### config.mk
export PLATFORM = sky130hd
export DESIGN_NAME = controlador_de_rodada
export DESIGN_NICKNAME = d
export VERILOG_FILES = /design/src/rtl/controlador_de_rodada_pkg.sv /design/src/rtl/temporizador_de_batida.sv /design/src/rtl/controlador_de_rodada.sv
export SDC_FILE = /design/constraint.sdc
export NUM_CORES = 1
export LEC_CHECK = 0
export ABC_CLOCK_PERIOD_IN_PS = 3000
export CELL_PAD_IN_SITES_DETAIL_PLACEMENT = 2
export CELL_PAD_IN_SITES_GLOBAL_PLACEMENT = 2
export CORE_ASPECT_RATIO = 1.25
export CORE_UTILIZATION = 30
export CTS_BUF_LIST = sky130_fd_sc_hd__clkbuf_4
export CTS_CLUSTER_SIZE = 10
export DETAILED_ROUTE_END_ITERATION = 10
export PLACE_DENSITY = 0.7
export SLEW_MARGIN = 25
export SYNTH_ARGS = -nofsm -noshare
export SYNTH_HDL_FRONTEND = slang
export SYNTH_SLANG_ARGS = --single-unit
### constraint.sdc
create_clock -name clk -period 3 [get_ports clk]
set_input_delay 0.45 -clock clk [delete_from_list [all_inputs] [get_ports clk]]
set_output_delay 0.45 -clock clk [all_outputs]
set_load 0.03 [all_outputs]
### src/rtl/controlador_de_rodada_pkg.sv
// Shared definitions for the round controller of the rhythm game.
// Contents: FSM state enum, command constants, button count, settle offset and
// a helper that tells whether a command expects a button press.
package controlador_de_rodada_pkg;

  typedef enum logic [1:0] {
    StOcioso,
    StContagem,
    StJogando,
    StFim
  } estado_e;

  // Explicit rest command; reserved codes 4..14 are treated the same way.
  localparam logic [3:0] CMD_PAUSA = 4'hF;
  localparam int unsigned NUM_BOTOES = 4;
  // Beat cycle at which the pattern manager output is trusted after a step pulse.
  localparam int unsigned ASSENTAMENTO = 2;

  // Commands 0..3 name a button; everything else is a rest beat.
  function automatic logic eh_botao(input logic [3:0] cmd);
    return (cmd[3:2] == 2'b00);
  endfunction

endpackage

### src/rtl/temporizador_de_batida.sv
// Beat timebase: counts 0..CiclosPorBatida-1 while enabled and wraps; held at 0
// while disabled.
// Ports:
//   clk_i, rst_ni  clock, asynchronous active-low reset
//   en_i           count enable (counter forced to 0 when low)
//   contador_o     current position inside the beat
//   inicio_o       high while the counter is 0
//   fim_o          high while the counter is at its last value
module temporizador_de_batida #(
  parameter int unsigned CiclosPorBatida = 25_000_000,
  localparam int unsigned LargCont = $clog2(CiclosPorBatida)
) (
  input  logic                clk_i,
  input  logic                rst_ni,
  input  logic                en_i,
  output logic [LargCont-1:0] contador_o,
  output logic                inicio_o,
  output logic                fim_o
);

  localparam logic [LargCont-1:0] Ultimo = LargCont'(CiclosPorBatida - 1);

  logic [LargCont-1:0] contador_q, contador_d;

  always_comb begin
    contador_d = '0;
    if (en_i && (contador_q != Ultimo)) begin
      contador_d = contador_q + 1'b1;
    end
  end

  always_ff @(posedge clk_i or negedge rst_ni) begin
    if (!rst_ni) begin
      contador_q <= '0;
    end else begin
      contador_q <= contador_d;
    end
  end

  // Not gated by en_i so the owner's next-state logic can use them without a loop.
  assign contador_o = contador_q;
  assign inicio_o   = (contador_q == '0);
  assign fim_o      = (contador_q == Ultimo);

endmodule

### src/rtl/controlador_de_rodada.sv
// Round controller: beat timebase, step pulses to the pattern manager, judging
// of button presses and hit/miss scoring, end-of-game detection.
// Optional macro CONTROLADOR_SEQUENCIA_EN enables longest-streak tracking on
// sequencia_max; without it sequencia_max is tied to 0.
// Ports:
//   clk, reset_n       clock, asynchronous active-low reset
//   iniciar            start request (acts in OCIOSO/FIM)
//   botoes             synchronized active-high player buttons
//   prox_comando       current command from the pattern manager
//   fim_de_jogo        end-of-pattern flag from the pattern manager
//   trocar_comando     one-cycle step pulse to the pattern manager
//   batida             one-cycle pulse at each beat start
//   acertos, erros     saturating hit / miss counters
//   jogando            high during lead-in and play
//   resultado_valido   high once the round has finished
//   sequencia_max      longest hit streak
module controlador_de_rodada
  import controlador_de_rodada_pkg::*;
#(
  parameter int unsigned CICLOS_POR_BATIDA = 25_000_000,
  parameter int unsigned JANELA            = 5_000_000,
  parameter int unsigned BATIDAS_INICIAIS  = 3,
  parameter int unsigned LARGURA_PONTOS    = 10
) (
  input  logic                      clk,
  input  logic                      reset_n,
  input  logic                      iniciar,
  input  logic [NUM_BOTOES-1:0]     botoes,
  input  logic [3:0]                prox_comando,
  input  logic                      fim_de_jogo,
  output logic                      trocar_comando,
  output logic                      batida,
  output logic [LARGURA_PONTOS-1:0] acertos,
  output logic [LARGURA_PONTOS-1:0] erros,
  output logic                      jogando,
  output logic                      resultado_valido,
  output logic [LARGURA_PONTOS-1:0] sequencia_max
);

  localparam int unsigned LargCont = $clog2(CICLOS_POR_BATIDA);
  localparam logic [LargCont-1:0] CntAssent = LargCont'(ASSENTAMENTO);
  localparam logic [LargCont-1:0] CntJanela = LargCont'(JANELA);
  localparam logic [3:0]          LeadUlt   = 4'(BATIDAS_INICIAIS - 1);

  estado_e                 estado_q, estado_d;
  logic [3:0]              batidas_q, batidas_d;
  logic [NUM_BOTOES-1:0]   botoes_q;
  logic [3:0]              cmd_q, cmd_d;
  logic                    pressionado_q, pressionado_d;
  logic                    acerto_q, acerto_d;
  logic                    trocar_q, trocar_d;
  logic [LARGURA_PONTOS-1:0] acertos_q, acertos_d, erros_q, erros_d;

  logic [LargCont-1:0] contador;
  logic                inicio, fim_batida, en_timer;
  logic                ativo_q, ativo_d;
  logic [3:0]          cmd_atual;
  logic                press, press_acerto, pressionou, acertou;
  logic                limpa, conta_acerto, conta_erro;

  temporizador_de_batida #(
    .CiclosPorBatida(CICLOS_POR_BATIDA)
  ) u_temporizador (
    .clk_i     (clk),
    .rst_ni    (reset_n),
    .en_i      (en_timer),
    .contador_o(contador),
    .inicio_o  (inicio),
    .fim_o     (fim_batida)
  );

  assign ativo_q  = (estado_q == StContagem) || (estado_q == StJogando);
  assign ativo_d  = (estado_d == StContagem) || (estado_d == StJogando);
  // Dropping enable on the exit cycle keeps the counter at 0 throughout FIM.
  assign en_timer = ativo_q && ativo_d;

  // At the settle cycle the capture register is being loaded, so judge against the live input.
  assign cmd_atual    = (contador == CntAssent) ? prox_comando : cmd_q;
  assign press        = ((botoes & ~botoes_q) != '0) && (contador >= CntAssent);
  assign press_acerto = eh_botao(cmd_atual) && (botoes == (4'b0001 << cmd_atual[1:0])) &&
                        (contador < CntJanela);
  // Include a press landing on the last beat cycle.
  assign pressionou   = pressionado_q || press;
  assign acertou      = pressionado_q ? acerto_q : press_acerto;

  always_comb begin
    estado_d      = estado_q;
    batidas_d     = batidas_q;
    cmd_d         = cmd_q;
    pressionado_d = pressionado_q;
    acerto_d      = acerto_q;
    trocar_d      = 1'b0;
    limpa         = 1'b0;
    conta_acerto  = 1'b0;
    conta_erro    = 1'b0;
    case (estado_q)
      StOcioso, StFim: begin
        if (iniciar) begin
          limpa         = 1'b1;
          trocar_d      = 1'b1;
          batidas_d     = '0;
          pressionado_d = 1'b0;
          estado_d      = StContagem;
        end
      end
      StContagem: begin
        if (fim_batida) begin
          if (batidas_q == LeadUlt) begin
            estado_d = StJogando;
          end else begin
            batidas_d = batidas_q + 1'b1;
          end
        end
      end
      StJogando: begin
        if (contador == CntAssent) begin
          cmd_d = prox_comando;
        end
        if ((contador == CntAssent) && fim_de_jogo) begin
          pressionado_d = 1'b0;
          estado_d      = StFim;
        end else begin
          if (press && !pressionado_q) begin
            pressionado_d = 1'b1;
            acerto_d      = press_acerto;
          end
          if (fim_batida) begin
            if (pressionou) begin
              conta_acerto = acertou;
              conta_erro   = !acertou;
            end else begin
              conta_erro = eh_botao(cmd_q);
            end
            pressionado_d = 1'b0;
            trocar_d      = 1'b1;
          end
        end
      end
      default: estado_d = StOcioso;
    endcase
  end

  always_comb begin
    acertos_d = acertos_q;
    erros_d   = erros_q;
    if (limpa) begin
      acertos_d = '0;
      erros_d   = '0;
    end else begin
      if (conta_acerto && (acertos_q != '1)) acertos_d = acertos_q + 1'b1;
      if (conta_erro && (erros_q != '1))     erros_d   = erros_q + 1'b1;
    end
  end

  always_ff @(posedge clk or negedge reset_n) begin
    if (!reset_n) begin
      estado_q      <= StOcioso;
      batidas_q     <= '0;
      botoes_q      <= '0;
      cmd_q         <= '0;
      pressionado_q <= 1'b0;
      acerto_q      <= 1'b0;
      trocar_q      <= 1'b0;
      acertos_q     <= '0;
      erros_q       <= '0;
    end else begin
      estado_q      <= estado_d;
      batidas_q     <= batidas_d;
      botoes_q      <= botoes;
      cmd_q         <= cmd_d;
      pressionado_q <= pressionado_d;
      acerto_q      <= acerto_d;
      trocar_q      <= trocar_d;
      acertos_q     <= acertos_d;
      erros_q       <= erros_d;
    end
  end

`ifdef CONTROLADOR_SEQUENCIA_EN
  logic [LARGURA_PONTOS-1:0] seq_q, seq_d, seq_max_q, seq_max_d;

  always_comb begin
    seq_d     = seq_q;
    seq_max_d = seq_max_q;
    if (limpa) begin
      seq_d     = '0;
      seq_max_d = '0;
    end else if (conta_acerto) begin
      if (seq_q != '1) seq_d = seq_q + 1'b1;
      if (seq_d > seq_max_q) seq_max_d = seq_d;
    end else if (conta_erro) begin
      seq_d = '0;
    end
  end

  always_ff @(posedge clk or negedge reset_n) begin
    if (!reset_n) begin
      seq_q     <= '0;
      seq_max_q <= '0;
    end else begin
      seq_q     <= seq_d;
      seq_max_q <= seq_max_d;
    end
  end

  assign sequencia_max = seq_max_q;
`else
  assign sequencia_max = '0;
`endif

  assign trocar_comando   = trocar_q;
  assign batida           = ativo_q && inicio;
  assign acertos          = acertos_q;
  assign erros            = erros_q;
  assign jogando          = ativo_q;
  assign resultado_valido = (estado_q == StFim);

endmodule

==> results of run 1 <==
-- flip-flops by register name, summed over array words and instances (netlist names), 2 cells and up --
name and cells:
u_temporizador.contador_o 25, acertos 10, estado_q 2, cmd_q 4, botoes_q 4, batidas_q 4
erros 10
-- worst reg2reg max path, stage by stage, from the launching register on --
cell and delay [ns]:
dfrtp_1 0.46, nor4_4 0.34, nand4_2 0.21, nor2_2 0.21, mux2_2 0.38, o32a_1 0.39
o21a_4 0.19, or4_1 0.52, a21oi_1 0.16
-- worst max path at each step --
stage | startpoint | end | cells past startpoint
finish | u_temporizador.contador_o[4]$_DFF_PN0_ | erros[3]$_DFFE_PN0P_ | 8
global route | u_temporizador.contador_o[4]$_DFF_PN0_ | erros[3]$_DFFE_PN0P_ | 8
CTS | u_temporizador.contador_o[10]$_DFF_PN0_ | erros[3]$_DFFE_PN0P_ | 8
detailed placement | botoes[0] | acertos[5]$_DFFE_PN0P_ | 8
global placement | botoes[0] | acertos[5]$_DFFE_PN0P_ | 9
floorplan | u_temporizador.contador_o[22]$_DFF_PN0_ | erros[3]$_DFFE_PN0P_ | 8
-- report_power, final --
part / switching (W) / leakage, nW / internal, W
Clock: 0.000359 / 0.0662 / 0.000255
Combinational: 0.0000639 / 1.14 / 0.0000353
Sequential: 0.00000441 / 0.826 / 0.000841
-- logic make-up after synthesis --
logic type / Yosys count / share of synthesized area (%)
AND/OR/NAND/NOR: 197 / 28.0
AO/OA/AOI/OAI: 67 / 11.9
flip-flops: 62 / 41.5
buffers and inverters: 39 / 5.42
XOR/XNOR: 26 / 6.09
multiplexers: 13 / 3.71
adder cells (fa/ha/maj): 10 / 3.35
other: 1 / 0.100
-- cell usage in the layout, fill, tap and decap left out, drive strengths merged, types with 10 or more instances in the layout --
master | synthesis | routed
nand2 | 38 | 38
xor2 | 16 | 16
dfrtp | 62 | 62
buf | 16 | 37
clkdlybuf4s50 | 0 | 33
inv | 16 | 17
nor3 | 11 | 11
a21oi | 19 | 19
nand3 | 21 | 21
xnor2 | 10 | 10
o21ai | 16 | 16
nor2 | 51 | 51
conb | 1 | 10
ha | 10 | 10
nand4 | 17 | 17
nand2b | 11 | 11
and3 | 10 | 10
-- layout make-up --
type                            instances  area share [%]
Tap cell                              164            4.42
Inverter                               16            1.29
Clock buffer                            9            1.45
Timing Repair Buffer                   72            13.7
Multi-Input combinational cell        323            44.1
Clock inverter                          7            1.59
Sequential cell                        62            33.4
-- per-stage QoR --
stage          hold slack [ns]  std cells  setup WS, ns  util, %  power [W]
2_1_floorplan            0.154        424         0.238        -   0.000918
3_3_place_gp             0.492        636         0.107     36.7   0.000959
3_5_place_dp             0.503        636       -0.0877     36.7   0.000962
4_1_cts                  0.519        653        0.0200     37.9    0.00159
5_1_grt                  0.555        653       -0.0295     38.2    0.00163
6_report                 0.541        653        0.0860     38.2    0.00156
-- per-layer routing --
metal	GRT usage [%]	up-vias	wire, um
met5	0	-	0
met4	4.87	0	95
met3	3.80	6	207
met2	35.5	30	6200
met1	21.1	1668	4650
li1	-	1584	-
-- repair_timing --
action / 4_1_cts / 5_1_grt
hold endpoints to repair: 6 / 0
hold buffers: 1 / 0
resized for setup: 2 / 4
setup endpoints to repair: 2 / 10
buffers inserted: 0 / 0
==> impl_metrics.env, run 1 <==
export IMPL_outcome="complete, no violations"
export IMPL_drv_cap=0
export IMPL_cp_arrival_ns=3.27
export IMPL_r2r_start="u_temporizador.contador_o[4]$_DFF_PN0_"
export IMPL_hp_class="register to register"
export IMPL_setup_tns_ns=0
export IMPL_worst_pin_slew_ns=0.650
export IMPL_synthTopCellsByArea="dfrtp_1, nor2_1, nand2_1"
export IMPL_worstSkewPairLatency_ns=0.44
export IMPL_avgSynthCellArea_um2=9.01
export IMPL_viasPerCell=5.04
export IMPL_synth_edf_count=0
export IMPL_die_x_um=102
export IMPL_dieArea_um2=12900
export IMPL_cp_top_family="simple AND/OR/NAND/NOR gates"
export IMPL_grt_pass1_wl_mm=18.8
export IMPL_r2r_end="erros[3]$_DFFE_PN0P_"
export IMPL_synth_top_cell_area_share_pct=41.5
export IMPL_synth_seq_cells=62
export IMPL_post_route_cell_area_um2=4650
export IMPL_place_congestion=0.768
export IMPL_fin_nets=506
export IMPL_start_util_pct=30.8
export IMPL_core_area_um2=12200
export IMPL_synthArstFlopShare_pct=100
export IMPL_num_vias=3288
export IMPL_port_buffers=35
export IMPL_crit_path_max_incr_delay_ns=0.51
export IMPL_cp_max_fo=19
export IMPL_cts_root_buffer="clkbuf_4"
export IMPL_setup_violations=0
export IMPL_drtIter0Drc=55
export IMPL_drc=0
export IMPL_worst_path_buf_inv=0
export IMPL_netlist_instances=415
export IMPL_synthFlopType="dfrtp_1"
export IMPL_power_density_nw_per_um2=336
export IMPL_cp_slowest_cell="or4_1"
export IMPL_path_class="register to register"
export IMPL_critPathRequiredTime_ns=3.36
export IMPL_critPathCaptureType="register"
export IMPL_syn_area_um2=3740
export IMPL_holdCritStartpoint="cmd_q[2]$_DFFE_PN0P_"
export IMPL_grt_pass1_vias=3770
export IMPL_r2r_cells=8
export IMPL_synthToLayoutAreaGrowth_pct=24.2
export IMPL_ios=46
export IMPL_ir_worst_vdd_v=0.000161
export IMPL_wire_per_inst_um=17.1
export IMPL_cts_tree="yes"
export IMPL_ctsLongestPathBuffers=2
export IMPL_hold_viol=0
export IMPL_synth_common_cells="dfrtp_1, nor2_1, nand2_1, nand3_1, a21oi_1"
export IMPL_placedInstanceArea_um2=4460
export IMPL_p_leak_nw=2.04
export IMPL_clkSinkCount=62
export IMPL_die_h_um=127
export IMPL_seqCellArea_um2=1550
export IMPL_synth_most_common_cell="dfrtp_1"
export IMPL_fin_crit_sh_pct=97.1
export IMPL_slew_headroom_pct=56.5
export IMPL_rsz0062_at_grt="true"
export IMPL_reg2reg_slack_ns=0.09
export IMPL_multi_input_area_um2=2050
export IMPL_worstSetupStartpointType="register"
export IMPL_nFillCells=1410
export IMPL_drv_slew=0
export IMPL_antenna_found_initial=0
export IMPL_firstDrtPassIters=4
export IMPL_grt_usage_pct=18.8
export IMPL_grt_max_degree=63
export IMPL_worstHoldEndpoint="cmd_q[2]$_DFFE_PN0P_"
export IMPL_routed_wl_mm=11.1
export IMPL_yosys_warnings=0
export IMPL_synth_top_area_cell="dfrtp_1"
export IMPL_skew_ns=0.0213
export IMPL_worstPathCellList="nor4_4 > nand4_2 > nor2_2 > mux2_2 > o32a_1 > o21a_4 > or4_1 > a21oi_1"
export IMPL_n_antenna_cell=0
export IMPL_hold_path_depth=1
export IMPL_ys_types=60
export IMPL_fmax_mhz=343
export IMPL_drive_gt1_share_pct=15.7
export IMPL_cts_made_buffers=9
export IMPL_rows=45
export IMPL_period_minus_slack_ns=2.91
export IMPL_seq_area_frac_synth_pct=41.5
export IMPL_ant_nets=0
export IMPL_hpwl_mm=8.37
export IMPL_global_route_overflow_total=0
export IMPL_cts_max_level=3
export IMPL_clk_pin_slew_worst_paths_ns=0.11
No activity file was read; power rests on OpenSTA's default activity.
==> inputs of run 2 (changes only) <==
--- a/config.mk
+++ b/config.mk
@@ -5,6 +5,7 @@
 export SDC_FILE = /design/constraint.sdc
 export NUM_CORES = 1
 export LEC_CHECK = 0
+export ABC_AREA = 1
 export ABC_CLOCK_PERIOD_IN_PS = 3000
 export CELL_PAD_IN_SITES_DETAIL_PLACEMENT = 2
 export CELL_PAD_IN_SITES_GLOBAL_PLACEMENT = 2
@@ -13,7 +14,8 @@
 export CTS_BUF_LIST = sky130_fd_sc_hd__clkbuf_4
 export CTS_CLUSTER_SIZE = 10
 export DETAILED_ROUTE_END_ITERATION = 10
-export PLACE_DENSITY = 0.7
+export PLACE_DENSITY = 0.72
+export REMOVE_ABC_BUFFERS = 1
 export SLEW_MARGIN = 25
 export SYNTH_ARGS = -nofsm -noshare
 export SYNTH_HDL_FRONTEND = slang
==> constraint.sdc (replaced) <==
create_clock -name clk -period 3 [get_ports clk]
set_input_delay 0.75 -clock clk [delete_from_list [all_inputs] [get_ports clk]]
set_output_delay 0.75 -clock clk [all_outputs]
set_load 0.03 [all_outputs]
==> run 2 against run 1 <==
  * Clock-buffer cell count up 2
  * Sequential cell count unchanged
  * Final area rose by 6.9%
  * Maximum frequency rose by 0.96%
  * Sequential share of layout area is 2.1 points lower
  * Total power grew 89%
  * Critical endpoint is now batida
  * Largest cell class unchanged
==> impl_metrics.env, run 2 <==
export IMPL_clk_pin_slew_worst_paths_ns=0.12
export IMPL_hpwl_mm=9.18
export IMPL_cts_hold_buf=0
export IMPL_grt_pass1_wl_mm=20.2
export IMPL_drtIter0Drc=86
export IMPL_synth_top_area_cell="dfrtp_1"
export IMPL_p_comb_share_pct=41.8
export IMPL_p_switching_w=0.00125
export IMPL_p_sw_share_pct=42.6
export IMPL_synth_fa_ha_area_share_pct=2.95
export IMPL_worst_pin_slew_ns=0.879
export IMPL_clkSinkCount=62
export IMPL_netlist_instances=536
export IMPL_routed_wl_mm=12.1
export IMPL_synth_edf_count=0
export IMPL_wire_per_inst_um=15.8
export IMPL_ios=46
export IMPL_place_inst=743
export IMPL_r2r_cells=12
export IMPL_cts_max_level=3
export IMPL_critPathCaptureType="primary output"
export IMPL_synthXorXnorAreaFrac_pct=7.22
export IMPL_synth_most_common_cell="nand2_1"
export IMPL_cp_arrival_ns=2.14
export IMPL_synth_simple_area_share_pct=39.7
export IMPL_setup_violations=0
export IMPL_place_congestion=0.803
export IMPL_global_route_overflow_total=0
export IMPL_port_buffers=35
export IMPL_cts_made_buffers=9
export IMPL_synth_seq_cells=62
export IMPL_crit_path_start="u_temporizador.contador_o[14]$_DFF_PN0_"
export IMPL_largest_reg_flops=25
export IMPL_seqCellArea_um2=1550
export IMPL_clkPwrFrac_pct=23.5
export IMPL_cts_root_buffer="clkbuf_4"
export IMPL_synth_common_cells="nand2_1, dfrtp_1, nor2_1, inv_1, nand3_1"
export IMPL_syn_area_um2=4250
export IMPL_ys_types=43
export IMPL_yosys_warnings=0
export IMPL_synth_compound_area_share_pct=4.65
export IMPL_start_util_pct=30.8
export IMPL_fin_crit_sh_pct=96.2
export IMPL_hp_class="primary input to asynchronous set/reset pin"
export IMPL_slew_headroom_pct=41.4
export IMPL_fmax_mhz=346
export IMPL_power_density_nw_per_um2=593
export IMPL_ctsLongestPathBuffers=2
export IMPL_cp_max_fo=6
export IMPL_rsz0062_at_grt="false"
export IMPL_placedInstanceArea_um2=4750
export IMPL_critPathRequiredTime_ns=2.25
export IMPL_final_util_pct=35.9
export IMPL_worstSetupStartpointType="register"
export IMPL_antenna_found_initial=1
export IMPL_synth_top_cell_area_share_pct=36.5
export IMPL_synthToLayoutAreaGrowth_pct=16.9
export IMPL_synthArstFlopShare_pct=100
export IMPL_outcome="complete, no violations"
export IMPL_final_cells=762
export IMPL_period_minus_slack_ns=2.89
export IMPL_mostFrequentLayoutCells="nand2_1, dfrtp_1, nor2_1"
export IMPL_ant_nets=0
export IMPL_grt_max_degree=63
export IMPL_hold_viol=0
export IMPL_dieArea_um2=14600
export IMPL_path_class="register to primary output"
export IMPL_nFillCells=1634
export IMPL_synth_top_family_by_area="simple AND/OR/NAND/NOR gates"
export IMPL_avgSynthCellArea_um2=7.93
export IMPL_muxShareOfSynthArea_pct=0
export IMPL_ir_worst_vdd_v=0.000385
export IMPL_r2r_start="u_temporizador.contador_o[11]$_DFF_PN0_"
export IMPL_core_area_um2=13800
export IMPL_multi_input_area_um2=2390
export IMPL_post_route_cell_area_um2=4960
export IMPL_layout_commonest_cell="nand2_1"
export IMPL_rows=48
export IMPL_grt_pass1_vias=4206
export IMPL_synthFlopType="dfrtp_1"
export IMPL_drc=0
export IMPL_drive_gt1_share_pct=18.8
export IMPL_die_h_um=135
export IMPL_firstDrtPassIters=4
export IMPL_die_x_um=108
export IMPL_pwr_share_seq_pct=34.7
export IMPL_skew_ns=0.0177
export IMPL_worstSkewPairLatency_ns=0.46
export IMPL_r2r_end="u_temporizador.contador_o[24]$_DFF_PN0_"
export IMPL_cts_tree="yes"
export IMPL_num_vias=3752
export IMPL_p_leak_nw=2.20
export IMPL_synthTopCellsByArea="dfrtp_1, nand2_1, xor2_1"
export IMPL_drv_slew=0
export IMPL_seq_area_frac_synth_pct=36.5
export IMPL_p_int_w=0.00169
export IMPL_fin_nets=603
export IMPL_grt_usage_pct=17.9
export IMPL_viasPerCell=4.92
export IMPL_reg2reg_slack_ns=0.41
export IMPL_drv_cap=0
[run 2: worst max-delay path: stages, from the launching register on]
cell and delay (ns):
dfrtp_1 0.46, nor2_2 0.19, nand2_2 0.11, or4_4 0.57, nor3_4 0.19, buf_6 0.15
[run 2: cell type report]
cell class	count	share of cell area (%)
clock buffer	11	1.66
antenna	1	0.0504
timing repair buffer	46	8.64
multi-input combinational	405	48.1
tap	175	4.41
clock inverter	5	1.49
inverter	57	4.31
sequential	62	31.3
[run 2: power groups by stage]
stage / combinational [W] / sequential (W) / clock, W
2_1_floorplan: 0.000745 / 0.00107 / 0
6_report: 0.00123 / 0.00102 / 0.000691
4_1_cts: 0.00122 / 0.00102 / 0.000722
3_3_place_gp: 0.00115 / 0.00104 / 0
5_1_grt: 0.00137 / 0.00104 / 0.000747
3_5_place_dp: 0.00119 / 0.00105 / 0
[run 2: cell families after synthesis]
logic type                 count (synthesis)
DFF                                       62
AOI/OAI and AO/OA                         33
other                                      1
and+or+nand+nor                          317
xor gates and xnor gates                  35
adders and majority gates                 10
buffers and inverters                     78
[run 2: routing by layer]
| layer | part of all wire (%) | vias to the layer above | global-route usage [%] | routed length (um) |
|---|---|---|---|---|
| met5 | 0 | - | 0 | 0 |
| met2 | 55 | 45 | 33.9 | 6620 |
| met1 | 41 | 1890 | 19.2 | 4960 |
| met4 | 1.7 | 0 | 6.61 | 206 |
| li1 | - | 1800 | - | - |
| met3 | 2.4 | 17 | 3.57 | 284 |
[run 2: how the worst max path moves through the flow]
stage,cells past startpoint,end,slack [ns]
6_report,5,batida,0.11
5_1_grt,5,batida,0.006
4_1_cts,7,batida,0.01
3_5_place_dp,14,erros[9]$_DFFE_PN0P_,0.14
3_3_place_gp,14,erros[7]$_DFFE_PN0P_,0.27
2_1_floorplan,6,batida,-0.01
[run 2: stage by stage]
stage | worst slack, ns | TNS (ns) | hold slack, ns | total power, W
6_report | 0.114 | 0 | 0.473 | 0.00294
5_1_grt | 0.00556 | 0 | 0.501 | 0.00316
4_1_cts | 0.00960 | 0 | 0.484 | 0.00296
3_5_place_dp | 0.142 | 0 | 0.472 | 0.00223
3_3_place_gp | 0.266 | 0 | 0.452 | 0.00219
2_1_floorplan | -0.0145 | -0.0145 | 0.432 | 0.00181
[run 2: repair_timing]
| action | 4_1_cts | 5_1_grt |
|---|---|---|
| setup endpoints to repair | 2 | 1 |
| resized for setup | 2 | 8 |
| gates cloned | 0 | 0 |
| pin swaps | 0 | 1 |
| setup buffers | 1 | 1 |
==> inputs of run 3 (changes only) <==
--- a/config.mk
+++ b/config.mk
@@ -12,8 +12,10 @@
 export CORE_ASPECT_RATIO = 1.25
 export CORE_UTILIZATION = 30
 export CTS_BUF_LIST = sky130_fd_sc_hd__clkbuf_4
+export CTS_CLUSTER_DIAMETER = 30
 export CTS_CLUSTER_SIZE = 10
 export DETAILED_ROUTE_END_ITERATION = 10
+export GPL_TIMING_DRIVEN = 0
 export PLACE_DENSITY = 0.72
 export REMOVE_ABC_BUFFERS = 1
 export SLEW_MARGIN = 25
==> run 3 against run 2 <==
  * Combinational power decreased by 6%
  * Largest cell class unchanged
  * Clock power decreased by 32%
  * Critical path type unchanged
  * Cell count down 1.6%
  * Final area decreased by 2.2%
  * Die area unchanged
  * Total power fell by 9.8%
  * Hold slack worse by 0.23 ns
  * First-iteration DRC count is 24% higher
  * Register-to-register slack lost 0.03 ns
  * Sequential power about the same
  * Clock-buffer cell count down 1
  * Clock skew is 0.0013 ns lower
==> impl_metrics.env, run 3 (synthesized netlist as in run 2, its figures left out) <==
export IMPL_die_x_um=108
export IMPL_mostFrequentLayoutCells="nand2_1, dfrtp_1, nor2_1"
export IMPL_drv_slew=0
export IMPL_antenna_found_initial=0
export IMPL_worstSetupStartpointType="register"
export IMPL_dieArea_um2=14600
export IMPL_place_inst=735
export IMPL_skew_ns=0.0164
export IMPL_setup_violations=0
export IMPL_grt_pass1_vias=4120
export IMPL_grt_max_degree=35
export IMPL_drc=0
export IMPL_hold_viol=0
export IMPL_drive_gt1_share_pct=16.9
export IMPL_place_congestion=0.825
export IMPL_pre_cts_ws_ns=-0.441
export IMPL_nFillCells=1648
export IMPL_clk_pin_slew_worst_paths_ns=0.11
export IMPL_power_density_nw_per_um2=547
export IMPL_critPathRequiredTime_ns=2.25
export IMPL_ant_nets=0
export IMPL_p_switching_w=0.00120
export IMPL_p_leak_nw=2.13
export IMPL_port_buffers=35
export IMPL_wire_per_inst_um=15.5
export IMPL_setup_tns_ns=0
export IMPL_reg2reg_slack_ns=0.38
export IMPL_worstSkewPairLatency_ns=0.43
export IMPL_rsz0062_at_grt="true"
export IMPL_cts_tree="yes"
export IMPL_grt_pass1_wl_mm=19.9
export IMPL_ctsLongestPathBuffers=2
export IMPL_die_h_um=135
export IMPL_cts_made_buffers=9
export IMPL_worstPathCellList="inv_2 > ha_4 > inv_4 > nand3_1 > or4_4 > nor3_2 > buf_4"
export IMPL_core_area_um2=13800
export IMPL_p_comb_share_pct=43.7
export IMPL_drv_cap=0
export IMPL_num_vias=3682
export IMPL_slew_headroom_pct=47.0
export IMPL_layout_commonest_cell="nand2_1"
export IMPL_cts_root_buffer="clkbuf_4"
export IMPL_cp_max_fo=5
export IMPL_viasPerCell=4.91
export IMPL_fmax_mhz=348
export IMPL_worst_path_buf_inv=3
export IMPL_n_antenna_cell=0
export IMPL_fin_crit_sh_pct=95.7
export IMPL_clkSinkCount=62
export IMPL_clkPwrFrac_pct=17.8
export IMPL_rows=48
export IMPL_period_minus_slack_ns=2.87
export IMPL_start_util_pct=30.8
export IMPL_worst_pin_slew_ns=0.793
export IMPL_hpwl_mm=9.05
export IMPL_pwr_share_seq_pct=38.4
export IMPL_ios=46
export IMPL_cp_slowest_cell="or4_4"
export IMPL_synthToLayoutAreaGrowth_pct=14.3
export IMPL_global_route_overflow_total=0
export IMPL_setup_slack_ns=0.128
export IMPL_largest_reg_flops=25
export IMPL_final_cells=750
export IMPL_crit_path_max_incr_delay_ns=0.44
export IMPL_routed_wl_mm=11.6
export IMPL_fin_nets=594
export IMPL_drtIter0Drc=107
export IMPL_final_util_pct=35.1
export IMPL_cp_top_family="simple AND/OR/NAND/NOR gates"
export IMPL_cp_arrival_ns=2.12
export IMPL_outcome="complete, no violations"
export IMPL_critPathCaptureType="primary output"
export IMPL_cts_max_level=3
export IMPL_firstDrtPassIters=4
export IMPL_grt_usage_pct=17.5
export IMPL_hp_class="primary input to asynchronous set/reset pin"
export IMPL_ir_worst_vdd_v=0.000272
export IMPL_p_int_w=0.00145
export IMPL_path_class="register to primary output"
export IMPL_p_sw_share_pct=45.4
-- run 3: power by group through the flow --
stage | sequential [W] | combinational (W) | clock (W)
detailed placement | 0.00104 | 0.00114 | 0
CTS | 0.00102 | 0.00117 | 0.000509
finish | 0.00102 | 0.00116 | 0.000473
global placement | 0.00104 | 0.00109 | 0
floorplan | 0.00107 | 0.000745 | 0
global route | 0.00104 | 0.00130 | 0.000536
-- run 3: timing repair --
item | CTS | global route
resized for setup | 12 | 6
setup endpoints to repair | 12 | 13
hold buffers | 0 | 0
setup buffers | 1 | 0
-- run 3: layout make-up --
cell class / instances / area [um2] / area share, %
repair buffers: 37 / 373 / 7.68
inverters: 57 / 216 / 4.46
clock buffers: 10 / 75.1 / 1.55
multi-input cells: 405 / 2400 / 49.5
flip-flops and latches: 62 / 1550 / 32.0
clock inverters: 4 / 16.3 / 0.335
well taps: 175 / 219 / 4.51
-- run 3: worst paths after layout --
check / cells past startpoint / start / end
max: 7 / estado_q[0]$_DFF_PN0_ / batida
min: 1 / reset_n / acertos[4]$_DFFE_PN0P_
max reg2reg: 10 / u_temporizador.contador_o[11]$_DFF_PN0_ / erros[5]$_DFFE_PN0P_
min reg2reg: 1 / u_temporizador.contador_o[0]$_DFF_PN0_ / u_temporizador.contador_o[0]$_DFF_PN0_
max in group asynchronous: 2 / reset_n / u_temporizador.contador_o[20]$_DFF_PN0_
min in group clk: 1 / u_temporizador.contador_o[0]$_DFF_PN0_ / u_temporizador.contador_o[0]$_DFF_PN0_
-- run 3: worst reg2reg max path, delay by kind of cell, from the launching register on --
kind	cells	cell delay (ns)
DFF	1	0.52
and+or+nand+nor	8	1.60
AOI/OAI and AO/OA	1	0.30
buffers and inverters	1	0.14
-- run 3: per-layer routing --
| metal | vias to the layer above | GRT usage, % | share of wire, % | wire length [um] |
|---|---|---|---|---|
| li1 | 1785 | - | - | - |
| met1 | 1840 | 19.4 | 41 | 4820 |
| met2 | 41 | 33.1 | 55 | 6340 |
| met3 | 16 | 3.19 | 2.1 | 243 |
| met4 | 0 | 5.71 | 1.8 | 211 |
| met5 | - | 0 | 0 | 0 |
-- run 3: per-stage QoR --
step	total power (W)	instance area [um2]	hold WS, ns
finish	0.00265	4850	0.244
CTS	0.00270	4820	0.232
floorplan	0.00181	4120	0.432
global placement	0.00213	4690	0.450
global route	0.00288	4850	0.236
detailed placement	0.00218	4710	0.489
